**config.mk**
```make
export PLATFORM = sky130hd
export DESIGN_NAME = class_input_fifo
export DESIGN_NICKNAME = d
export VERILOG_FILES = /design/src/rtl/class_input_fifo.sv
export SDC_FILE = /design/constraint.sdc
export NUM_CORES = 1
export LEC_CHECK = 0
export CORE_MARGIN = 1.5
export CORE_UTILIZATION = 40
export CTS_CLUSTER_DIAMETER = 50
export DETAILED_ROUTE_END_ITERATION = 8
export GPL_ROUTABILITY_DRIVEN = 0
export PLACE_DENSITY = 0.68
export SYNTH_ARGS = -nofsm -noshare
export SYNTH_HDL_FRONTEND = slang
export SYNTH_SLANG_ARGS = --single-unit
```
**constraint.sdc**
```tcl
create_clock -name clk -period 2.9 [get_ports clk]
set_input_delay 0.29 -clock clk [delete_from_list [all_inputs] [get_ports clk]]
set_output_delay 0.29 -clock clk [all_outputs]
set_load 0.05 [all_outputs]
```
**src/rtl/class_input_fifo.sv**
```systemverilog
// Per-class ingress FIFO feeding one scheduler input. Releases one registered
// word per accepted pop and drives an all-zero word otherwise, which the
// scheduler treats as an idle slot. Occupancy lives in its own counter, so
// pointer equality never has to tell full from empty.
module class_input_fifo #(
  parameter int unsigned DATA_WIDTH   = 16,
  parameter int unsigned ADDR_WIDTH   = 3,
  parameter int unsigned ALMOST_FULL  = 6,
  parameter int unsigned ALMOST_EMPTY = 2
) (
  input  logic                  clk,
  input  logic                  rst,
  input  logic                  push,
  input  logic [DATA_WIDTH-1:0] data_in,
  input  logic                  pop,
  output logic [DATA_WIDTH-1:0] data_out,
  output logic                  valid_out,
  output logic [ADDR_WIDTH:0]   count,
  output logic                  full,
  output logic                  empty,
  output logic                  almost_full,
  output logic                  almost_empty,
  output logic                  overflow,
  output logic                  underflow
);

  localparam int unsigned Depth = 2 ** ADDR_WIDTH;
  localparam int unsigned CntW  = ADDR_WIDTH + 1;
  localparam logic [ADDR_WIDTH:0] DepthCnt = CntW'(Depth);
  localparam logic [ADDR_WIDTH:0] AfCnt    = CntW'(ALMOST_FULL);
  localparam logic [ADDR_WIDTH:0] AeCnt    = CntW'(ALMOST_EMPTY);

  logic [DATA_WIDTH-1:0] mem [Depth];
  logic [ADDR_WIDTH-1:0] wr_ptr_q, rd_ptr_q;
  logic [ADDR_WIDTH:0]   count_q, count_d;
  logic [DATA_WIDTH-1:0] data_out_q;
  logic                  valid_out_q, overflow_q, underflow_q;
  logic                  push_ok, pop_ok;

  // Pop needs a stored word (no fall-through); a push into a full FIFO is
  // accepted only when a pop frees a slot in the same cycle.
  assign pop_ok  = pop & ~empty;
  assign push_ok = push & (~full | pop_ok);

  // Flags come from the count register alone, i.e. state after the last edge.
  assign full         = (count_q == DepthCnt);
  assign empty        = (count_q == '0);
  assign almost_full  = (count_q >= AfCnt);
  assign almost_empty = (count_q <= AeCnt);

  assign count     = count_q;
  assign data_out  = data_out_q;
  assign valid_out = valid_out_q;
  assign overflow  = overflow_q;
  assign underflow = underflow_q;

  // Next occupancy: simultaneous push and pop cancel out.
  always_comb begin
    count_d = count_q;
    unique case ({push_ok, pop_ok})
      2'b10:   count_d = count_q + CntW'(1);
      2'b01:   count_d = count_q - CntW'(1);
      default: count_d = count_q;
    endcase
  end

  // Storage array; contents are unobservable after reset so it is not reset.
  always_ff @(posedge clk) begin
    if (push_ok) begin
      mem[wr_ptr_q] <= data_in;
    end
  end

  // Pointers, occupancy, registered output word and sticky error flags.
  always_ff @(posedge clk or posedge rst) begin
    if (rst) begin
      wr_ptr_q    <= '0;
      rd_ptr_q    <= '0;
      count_q     <= '0;
      data_out_q  <= '0;
      valid_out_q <= 1'b0;
      overflow_q  <= 1'b0;
      underflow_q <= 1'b0;
    end else begin
      count_q <= count_d;
      if (push_ok) begin
        wr_ptr_q <= wr_ptr_q + ADDR_WIDTH'(1);
      end
      if (pop_ok) begin
        data_out_q  <= mem[rd_ptr_q];
        valid_out_q <= 1'b1;
        rd_ptr_q    <= rd_ptr_q + ADDR_WIDTH'(1);
      end else begin
        data_out_q  <= '0;
        valid_out_q <= 1'b0;
      end
      if (push && !push_ok) begin
        overflow_q <= 1'b1;
      end
      if (pop && !pop_ok) begin
        underflow_q <= 1'b1;
      end
    end
  end

endmodule

```
==> flow_summary.toml, run 1 <==
[layout]
antenna_cells = 0
final_area_um2 = 7442
final_nets = 386
drive_above_1_share_pct = 24.33
utilization_pct = 50.82
syn2layout_area_growth_pct = 23.45

[cts]
cts-root-buf = "clkbuf_16"
cts.sinks = 157
htree_levels = 4
clock_path_buffers = 2
clk_pin_slew_ps = 60
cts_resized = 0
numCtsBuffers = 17
post-cts-setup-buffers = 0
cts_tree = "done"
clkLatencyLatePin_ps = 420
holdBufCountCts = 0

[grt]
gr-usage-met2_pct = 22.85
grt_antenna_before_repair = 0
grt_max_degree = 35
first_global_vias = 3001
grtUsageMet1_pct = 20.03
grt_overflow = 0
grt_use_met3_pct = 4.460
grt.busiest_layer = "met2"
grt_pass1_wl_mm = 16.86
grtUsageTotal_pct = 14.89

[place]
dp_slack_ps = 376.2
dpl.hpwl_mm = 6.461
port_buffers = 46
dpl_cell_area_um2 = 6770

[floorplanning]
coreArea_um2 = 14640
placementRows = 44
die_y_um = 125.8
pin_count = 47
die-area_um2 = 15820
fp.dieW_um = 125.8
initial_utilization_pct = 41.17

[worst_setup_path]
worstPathArrival_ps = 2170
setup.worst_path.class = "reg -> out"
crit_fanout = 9
crit_required_ps = 2610
startpoint_type = "flop"
setup.worst_path.end_class = "output port"

[timing]
finalClockSkew_ps = 4.442
tightest_slew_ps = 960.8
rsz0062_at_grt = "no"
setup_viol = 0
fin_crit_ps = 2459
hold-worst-slack_ps = 393.8
hold_violations = 0
timing.fmax_mhz = 406.7
finalMaxSlewViolations = 0
relSlewSlack_pct = 35.88
post-route-period-util_pct = 84.79
fin_ws_ps = 441.1

[power_and_ir_drop]
power.leakage_nw = 2.627
p_clk_share_pct = 30.2
p_seq_share_pct = 38.9
ir_worst_vdd_uv = 547.9
p_int_mw = 5.634
pwr-share-comb_pct = 30.9
switching_share_pct = 31.36
p_sw_mw = 2.574
power_density_nw_per_um2 = 1103
power.total_mw = 8.208

[hold_path]
hold_class = "in -> async"

[status]
status = "finished, violations left"
violations = "DRC"

[synthesis]
syn_area_per_cell_um2 = 20.64
synth.distinct_cells = 31
synth_fp_nets = 317
synth_area_um2 = 6028
yosysSeqAreaShare_pct = 75.80
syn_inst = 292
synth_seq_cells = 157
yosysWarnings = 0

[detailed_routing]
detail-route-antenna-nets = 0
viasPerCell = 5.082
wl_per_cell_um = 19.34
drt-total-wl_mm = 10.79
drt_iter0_markers = 244
dr.pass1.iters = 6
drc_errors = 6
num_vias = 2836

[flow_run]
drv_cap = 0
## metal layers
layer	wire length, um	part of all wire, %
met4	207	1.9
met5	0	0
met3	359	3.3
met1	4997	46
met2	5230	48
## power groups by stage
| stage | clock network (mW) | registers (mW) | logic [mW] |
|---|---|---|---|
| 5_1_grt | 2.62 | 3.25 | 2.70 |
| 2_1_floorplan | 0 | 3.61 | 1.45 |
| 3_3_place_gp | 0 | 3.22 | 2.54 |
| 4_1_cts | 2.52 | 3.21 | 2.57 |
| 3_5_place_dp | 0 | 3.25 | 2.57 |
| 6_report | 2.48 | 3.19 | 2.53 |
## worst max-delay path, stage by stage (launching register included)
cell             delay (ps)
dfrtp_1                 510
nor4b_4                 380
clkdlybuf4s50_1         860
## final cells by class
| cell class | instances | area, um2 |
|---|---|---|
| inverters | 4 | 17.52 |
| clock inverters | 12 | 215.2 |
| repair buffers | 64 | 608.1 |
| fillers | 1157 | 7202 |
| clock buffers | 20 | 456.7 |
| flip-flops and latches | 157 | 4572 |
| multi-input cells | 117 | 1343 |
| well taps | 184 | 230.2 |
## final timing paths
path,from,endpoint,slack (ps),depth (start not counted)
hold reg to reg,underflow,underflow,470,1
max in group asynchronous,rst,data_out[8],1840,3
min in group clk,underflow,underflow,470,1
hold / removal,rst,data_out[15],390,2
setup / recovery,count[2],full,440,2
setup reg to reg,count[1],count[2],520,10
## kinds of logic (layout without fill, tap and decap cells)
logic type / after synthesis / count (layout) / share of synthesized area, %
DFF: 157 / 157 / 75.80
and+or+nand+nor: 46 / 46 / 4.006
xor gates and xnor gates: 8 / 8 / 1.162
buffers and inverters: 18 / 100 / 2.096
muxes: 49 / 49 / 14.80
adders and majority gates: 5 / 5 / 1.038
AOI/OAI and AO/OA: 9 / 9 / 1.100
## Yosys cell counts
cell type,count,area [um2]
a211oi_1,1,7.510
a21boi_2,1,11.26
a21o_1,2,15.01
a21oi_1,2,10.01
a31o_2,1,8.760
buf_2,6,30.03
buf_4,1,7.510
buf_6,6,67.56
clkbuf_1,1,3.750
dfrtp_1,29,725.7
edfxtp_1,128,3844
ha_1,5,62.56
inv_1,3,11.26
inv_4,1,6.260
mux2_2,1,11.26
mux2i_1,16,160.2
mux4_2,32,720.7
nand2_1,11,41.29
nand2_2,1,6.260
nand2b_1,4,25.02
nand3b_1,1,7.510
nand4b_1,1,8.760
nand4bb_1,1,11.26
nor2_1,23,86.33
nor3_1,2,10.01
nor4_4,1,21.27
nor4b_4,1,23.77
o21ai_0,1,5.000
o22a_1,1,8.760
xnor2_1,4,35.03
xor2_1,4,35.03
## metrics by stage
| stage | setup TNS, ps | cells |
|---|---|---|
| 5_1_grt | 0 | 558 |
| 6_report | 0 | 558 |
| 3_3_place_gp | 0 | 526 |
| 4_1_cts | 0 | 558 |
| 2_1_floorplan | -67.42 | 292 |
| 3_5_place_dp | 0 | 526 |
## registers in the layout, summed over array words and instances, names as in the netlist
name,flops
mem,128
overflow,1
underflow,1
count,4
wr_ptr_q,3
data_out,16
rd_ptr_q,3
valid_out,1
## cell usage in the layout, fill, tap and decap left out, drive strengths merged, types with 2 or more instances in the layout
cell | synthesis | final
clkinv | 0 | 5
ha | 5 | 5
clkbuf | 1 | 20
nor2 | 23 | 23
clkdlybuf4s50 | 0 | 46
inv | 4 | 4
a21o | 2 | 2
edfxtp | 128 | 128
mux2i | 16 | 16
buf | 13 | 18
nor3 | 2 | 2
nand2b | 4 | 4
nand2 | 12 | 12
xnor2 | 4 | 4
a21oi | 2 | 2
bufinv | 0 | 6
dfrtp | 29 | 29
xor2 | 4 | 4
mux4 | 32 | 32
No activity file was read; power rests on OpenSTA's default activity.
==> run 2, diff against run 1 <==
--- a/config.mk
+++ b/config.mk
@@ -10,7 +10,7 @@
 export CTS_CLUSTER_DIAMETER = 50
 export DETAILED_ROUTE_END_ITERATION = 8
 export GPL_ROUTABILITY_DRIVEN = 0
-export PLACE_DENSITY = 0.68
+export PLACE_DENSITY = 0.7
 export SYNTH_ARGS = -nofsm -noshare
 export SYNTH_HDL_FRONTEND = slang
 export SYNTH_SLANG_ARGS = --single-unit
==> constraint.sdc (replaced) <==
create_clock -name clk -period 2 [get_ports clk]
set_input_delay 0.2 -clock clk [delete_from_list [all_inputs] [get_ports clk]]
set_output_delay 0.2 -clock clk [all_outputs]
set_load 0.05 [all_outputs]
==> flow_summary.toml, run 2 (synthesized netlist as in run 1, its figures left out) <==
[timing]
hold_violations = 0
finalMaxSlewViolations = 0
finalClockSkew_ps = 8.532
tightest_slew_ps = 511.5
finalSetupTns_ps = -33.17
setup_viol = 1
fin_crit_ps = 2033
fin_ws_ps = -33.17
timing.fmax_mhz = 491.8
relSlewSlack_pct = 65.79
rsz0062_at_grt = "yes"
post-route-period-util_pct = 101.7

[place]
dpl.hpwl_mm = 6.578
place_inst = 543
port_buffers = 46

[cts]
clkLatencyLatePin_ps = 430
cts_tree = "done"
clk_pin_slew_ps = 70
numCtsBuffers = 17
cts-root-buf = "clkbuf_16"
htree_levels = 4
cts.sinks = 157
holdBufCountCts = 0
clock_path_buffers = 2

[grt]
first_global_vias = 3103
grt_pass1_wl_mm = 17.63
grt_overflow = 0
grt_max_degree = 35
grt_antenna_before_repair = 0
grtUsageTotal_pct = 15.54

[status]
status = "finished, violations left"
violations = "DRC, setup timing"

[layout]
utilization_pct = 52.32
syn2layout_area_growth_pct = 27.11
stdcell_count = 576
antenna_cells = 0
final_common_cell = "edfxtp_1"
largest_reg_flops = 128
drive_above_1_share_pct = 33.16
final_cell_mix = "edfxtp_1 (128), clkdlybuf4s50_1 (38), mux4_2 (32)"
final_nets = 404
largest_register = "mem"

[floorplanning]
die-area_um2 = 15820
die_y_um = 125.8
placementRows = 44
initial_utilization_pct = 41.17
fp.dieW_um = 125.8
coreArea_um2 = 14640
pin_count = 47

[worst_setup_path]
path_cells = "nor4_4, nand2b_4, inv_6, ha_4, xor2_1, ha_2, a21oi_2, xor2_1, nor2_1, xor2_1"
setup.worst_path.class = "reg -> reg"
slowest_delay_ps = 450
setup.worst_path.end_class = "flop"
crit_top_cell = "xor2_1"
crit_fanout = 3
crit_required_ps = 2320
reg2reg_depth = 10
slowest_stage = "dfrtp_2"
startpoint_type = "flop"
worstPathArrival_ps = 2350

[detailed_routing]
viasPerCell = 5.163
detail-route-antenna-nets = 0
dr.pass1.iters = 8
drt-total-wl_mm = 11.02
drc_errors = 2
wl_per_cell_um = 19.13
num_vias = 2974
drt_iter0_markers = 260

[hold_path]
hold_class = "in -> async"

[flow_run]
drv_cap = 0

[power_and_ir_drop]
ir_worst_vdd_uv = 713.0
power.leakage_nw = 2.716
power_density_nw_per_um2 = 1542
==> run 2: worst max-delay path, delay by kind of cell, from the launching register on <==
| family | cells | cell delay, ps |
|---|---|---|
| and+or+nand+nor | 3 | 580 |
| xor gates and xnor gates | 3 | 420 |
| adders and majority gates | 2 | 330 |
| buffers and inverters | 1 | 40 |
| AOI/OAI and AO/OA | 1 | 110 |
| DFF | 1 | 450 |
==> run 2: metrics by stage <==
| step | power, mW | hold WS, ps | instance area, um2 | setup slack (ps) |
|---|---|---|---|---|
| after floorplan | 7.423 | 277.9 | 6111 | -856.3 |
| after global placement | 8.683 | 443.3 | 7066 | -56.31 |
| after detailed placement | 8.771 | 463.4 | 7066 | -66.63 |
| after CTS | 11.97 | 177.9 | 7660 | -42.43 |
| after global routing | 12.37 | 218.0 | 7662 | -166.2 |
| final | 11.82 | 163.3 | 7662 | -33.17 |
==> run 2: path summary, 6_finish.rpt <==
path | start | end | slack (ps)
min | rst | data_out[15] | 160
max in group asynchronous | rst | rd_ptr_q[0] | 1510
min in group clk | push | overflow | 430
min reg2reg | underflow | underflow | 470
max reg2reg | count[2] | count[2] | -30
max | count[2] | count[2] | -30
==> run 2: cell type report <==
class	instances	area [um2]
repair buffers	82	844.6
multi-input cells	117	1403
fillers	1179	6982
clock buffers	18	429.2
inverters	4	20.02
flip-flops and latches	157	4576
clock inverters	14	160.2
well taps	184	230.2
==> run 2: report_power, final <==
| part | internal (mW) | total, mW | switching, mW | leakage, nW |
|---|---|---|---|---|
| clock network | 1.86 | 3.19 | 1.33 | 0.280 |
| logic | 1.82 | 4.16 | 2.34 | 0.919 |
| registers | 4.18 | 4.46 | 0.281 | 1.52 |
==> run 2: routing by layer <==
layer / GRT usage [%] / up-vias / routed length, um
met1: 20.08 / 1554 / 4856
met5: 0 / - / 0
met2: 24.85 / 70 / 5458
met3: 4.036 / 23 / 455
met4: 7.235 / 0 / 246
li1: - / 1327 / -
==> run 2: repair_timing <==
item / in CTS / in global routing
hold endpoints to repair: 0 / 0
gates resized for setup: 5 / 1
pin swaps: 4 / 3
endpoints found under the setup margin: 5 / 4
setup buffers: 1 / 0
cloned: 0 / 0
==> run 3, diff against run 2 <==
--- a/config.mk
+++ b/config.mk
@@ -8,9 +8,11 @@
 export CORE_MARGIN = 1.5
 export CORE_UTILIZATION = 40
 export CTS_CLUSTER_DIAMETER = 50
+export CTS_CLUSTER_SIZE = 25
 export DETAILED_ROUTE_END_ITERATION = 8
 export GPL_ROUTABILITY_DRIVEN = 0
 export PLACE_DENSITY = 0.7
+export SETUP_SLACK_MARGIN = 0.1
 export SYNTH_ARGS = -nofsm -noshare
 export SYNTH_HDL_FRONTEND = slang
 export SYNTH_SLANG_ARGS = --single-unit
==> flow_summary.toml, run 3 (synthesized netlist as in run 1, its figures left out) <==
[status]
status = "finished, violations left"
violations = "DRC, setup timing"

[worst_setup_path]
path_cells = "nor4_4, nand2b_4, inv_6, ha_4, xor2_2, ha_2, a21oi_2, xor2_1, nor2_1, xor2_1"
startpoint_type = "flop"
slowest_stage = "dfrtp_2"
crit_required_ps = 2300
crit_top_cell = "xor2_1"
crit_fanout = 3
critPathBufInv = 1
cp_top_family = "simple AND/OR/NAND/NOR gates"
setup.worst_path.class = "reg -> reg"
critical_path_depth = 10
worstPathArrival_ps = 2330
setup.worst_path.end_class = "flop"
reg2reg_depth = 10
slowest_delay_ps = 440

[floorplanning]
die_y_um = 125.8
initial_utilization_pct = 41.17
fp.dieW_um = 125.8
placementRows = 44
pin_count = 47
die-area_um2 = 15820
coreArea_um2 = 14640

[timing]
tightest_slew_ps = 504.9
fin_ws_ps = -35.36
rsz0062_at_grt = "yes"
finalSetupTns_ps = -35.36
setup_viol = 1
hold-worst-slack_ps = 183.3
fin_crit_ps = 2035
post-route-period-util_pct = 101.8
hold_violations = 0
relSlewSlack_pct = 66.24
timing.fmax_mhz = 491.3
finalClockSkew_ps = 10.98
finalMaxSlewViolations = 0

[power_and_ir_drop]
ir_worst_vdd_uv = 694.8
power.leakage_nw = 2.690
power_density_nw_per_um2 = 1531

[layout]
largest_register = "mem"
final_common_cell = "edfxtp_1"
syn2layout_area_growth_pct = 26.69
final_cell_mix = "edfxtp_1 (128), clkdlybuf4s50_1 (38), buf_4 (35)"
antenna_cells = 0
stdcell_count = 579
largest_reg_flops = 128
n_fill_cell = 1171
drive_above_1_share_pct = 33.92
final_nets = 407

[cts]
cts_tree = "done"
htree_levels = 4
clock_path_buffers = 2
cts-root-buf = "clkbuf_16"
clkLatencyLatePin_ps = 410
cts.sinks = 157
clk_pin_slew_ps = 60
numCtsBuffers = 17
holdBufCountCts = 0

[grt]
grt_antenna_before_repair = 0
grt_overflow = 0
first_global_vias = 3155
grtUsageTotal_pct = 14.81
grt_pass1_wl_mm = 17.07
grt_max_degree = 35

[detailed_routing]
drt-total-wl_mm = 10.83
num_vias = 2934
wl_per_cell_um = 18.70
dr.pass1.iters = 9
viasPerCell = 5.067
drt_iter0_markers = 253
drc_errors = 3
detail-route-antenna-nets = 0

[place]
port_buffers = 46
place_inst = 545
dpl.hpwl_mm = 6.818
dp_slack_ps = -108.9

[hold_path]
hold_class = "in -> async"

[flow_run]
drv_cap = 0
run 3: area by class of cell:
| cell class | count | area (um2) | area share, % |
|---|---|---|---|
| Clock buffer | 19 | 432.9 | 5.668 |
| Timing Repair Buffer | 85 | 820.8 | 10.75 |
| Clock inverter | 13 | 142.6 | 1.868 |
| Inverter | 4 | 20.02 | 0.2621 |
| Multi-Input combinational cell | 117 | 1415 | 18.53 |
| Sequential cell | 157 | 4576 | 59.91 |
| Tap cell | 184 | 230.2 | 3.014 |
run 3: layer usage:
layer / part of all wire (%) / vias up / wire length [um] / GRT usage (%)
li1: - / 1333 / - / -
met1: 40 / 1515 / 4362 / 18.13
met2: 53 / 83 / 5787 / 25.34
met3: 6.0 / 3 / 651 / 4.121
met4: 0.25 / 0 / 27 / 5.409
met5: 0 / - / 0 / 0
run 3: repair_timing:
| action | 4_1_cts | 5_1_grt |
|---|---|---|
| pin swaps | 4 | 3 |
| cloned | 0 | 0 |
| setup buffers | 2 | 0 |
| gates resized for setup | 7 | 4 |
| endpoints found under the hold margin | 0 | 0 |
| endpoints found under the setup margin | 23 | 111 |
run 3: worst min-delay path, delay by kind of cell:
kind / cells / cell delay [ps]
buffers and inverters: 3 / 810
run 3: power by group:
group | internal, mW | leakage [nW] | switching, mW
combinational | 1.83 | 0.918 | 2.30
clock | 1.84 | 0.255 | 1.23
sequential | 4.18 | 1.52 | 0.321
total | 7.85 | 2.69 | 3.85
run 3: metrics by stage:
step / utilization [%] / total power, mW / cell area (um2)
floorplan: - / 7.423 / 6111
global placement: 48.01 / 8.674 / 7030
detailed placement: 48.01 / 8.761 / 7030
CTS: 52.04 / 11.82 / 7621
global route: 52.15 / 12.22 / 7637
finish: 52.15 / 11.70 / 7637
run 3: worst paths after layout:
check	start	endpoint	slack, ps
setup / recovery	count[2]	count[2]	-40
min in group clk	push	overflow	450
hold reg to reg	underflow	underflow	460
max in group asynchronous	rst	rd_ptr_q[0]	1480
setup reg to reg	count[2]	count[2]	-40
hold / removal	rst	data_out[1]	180
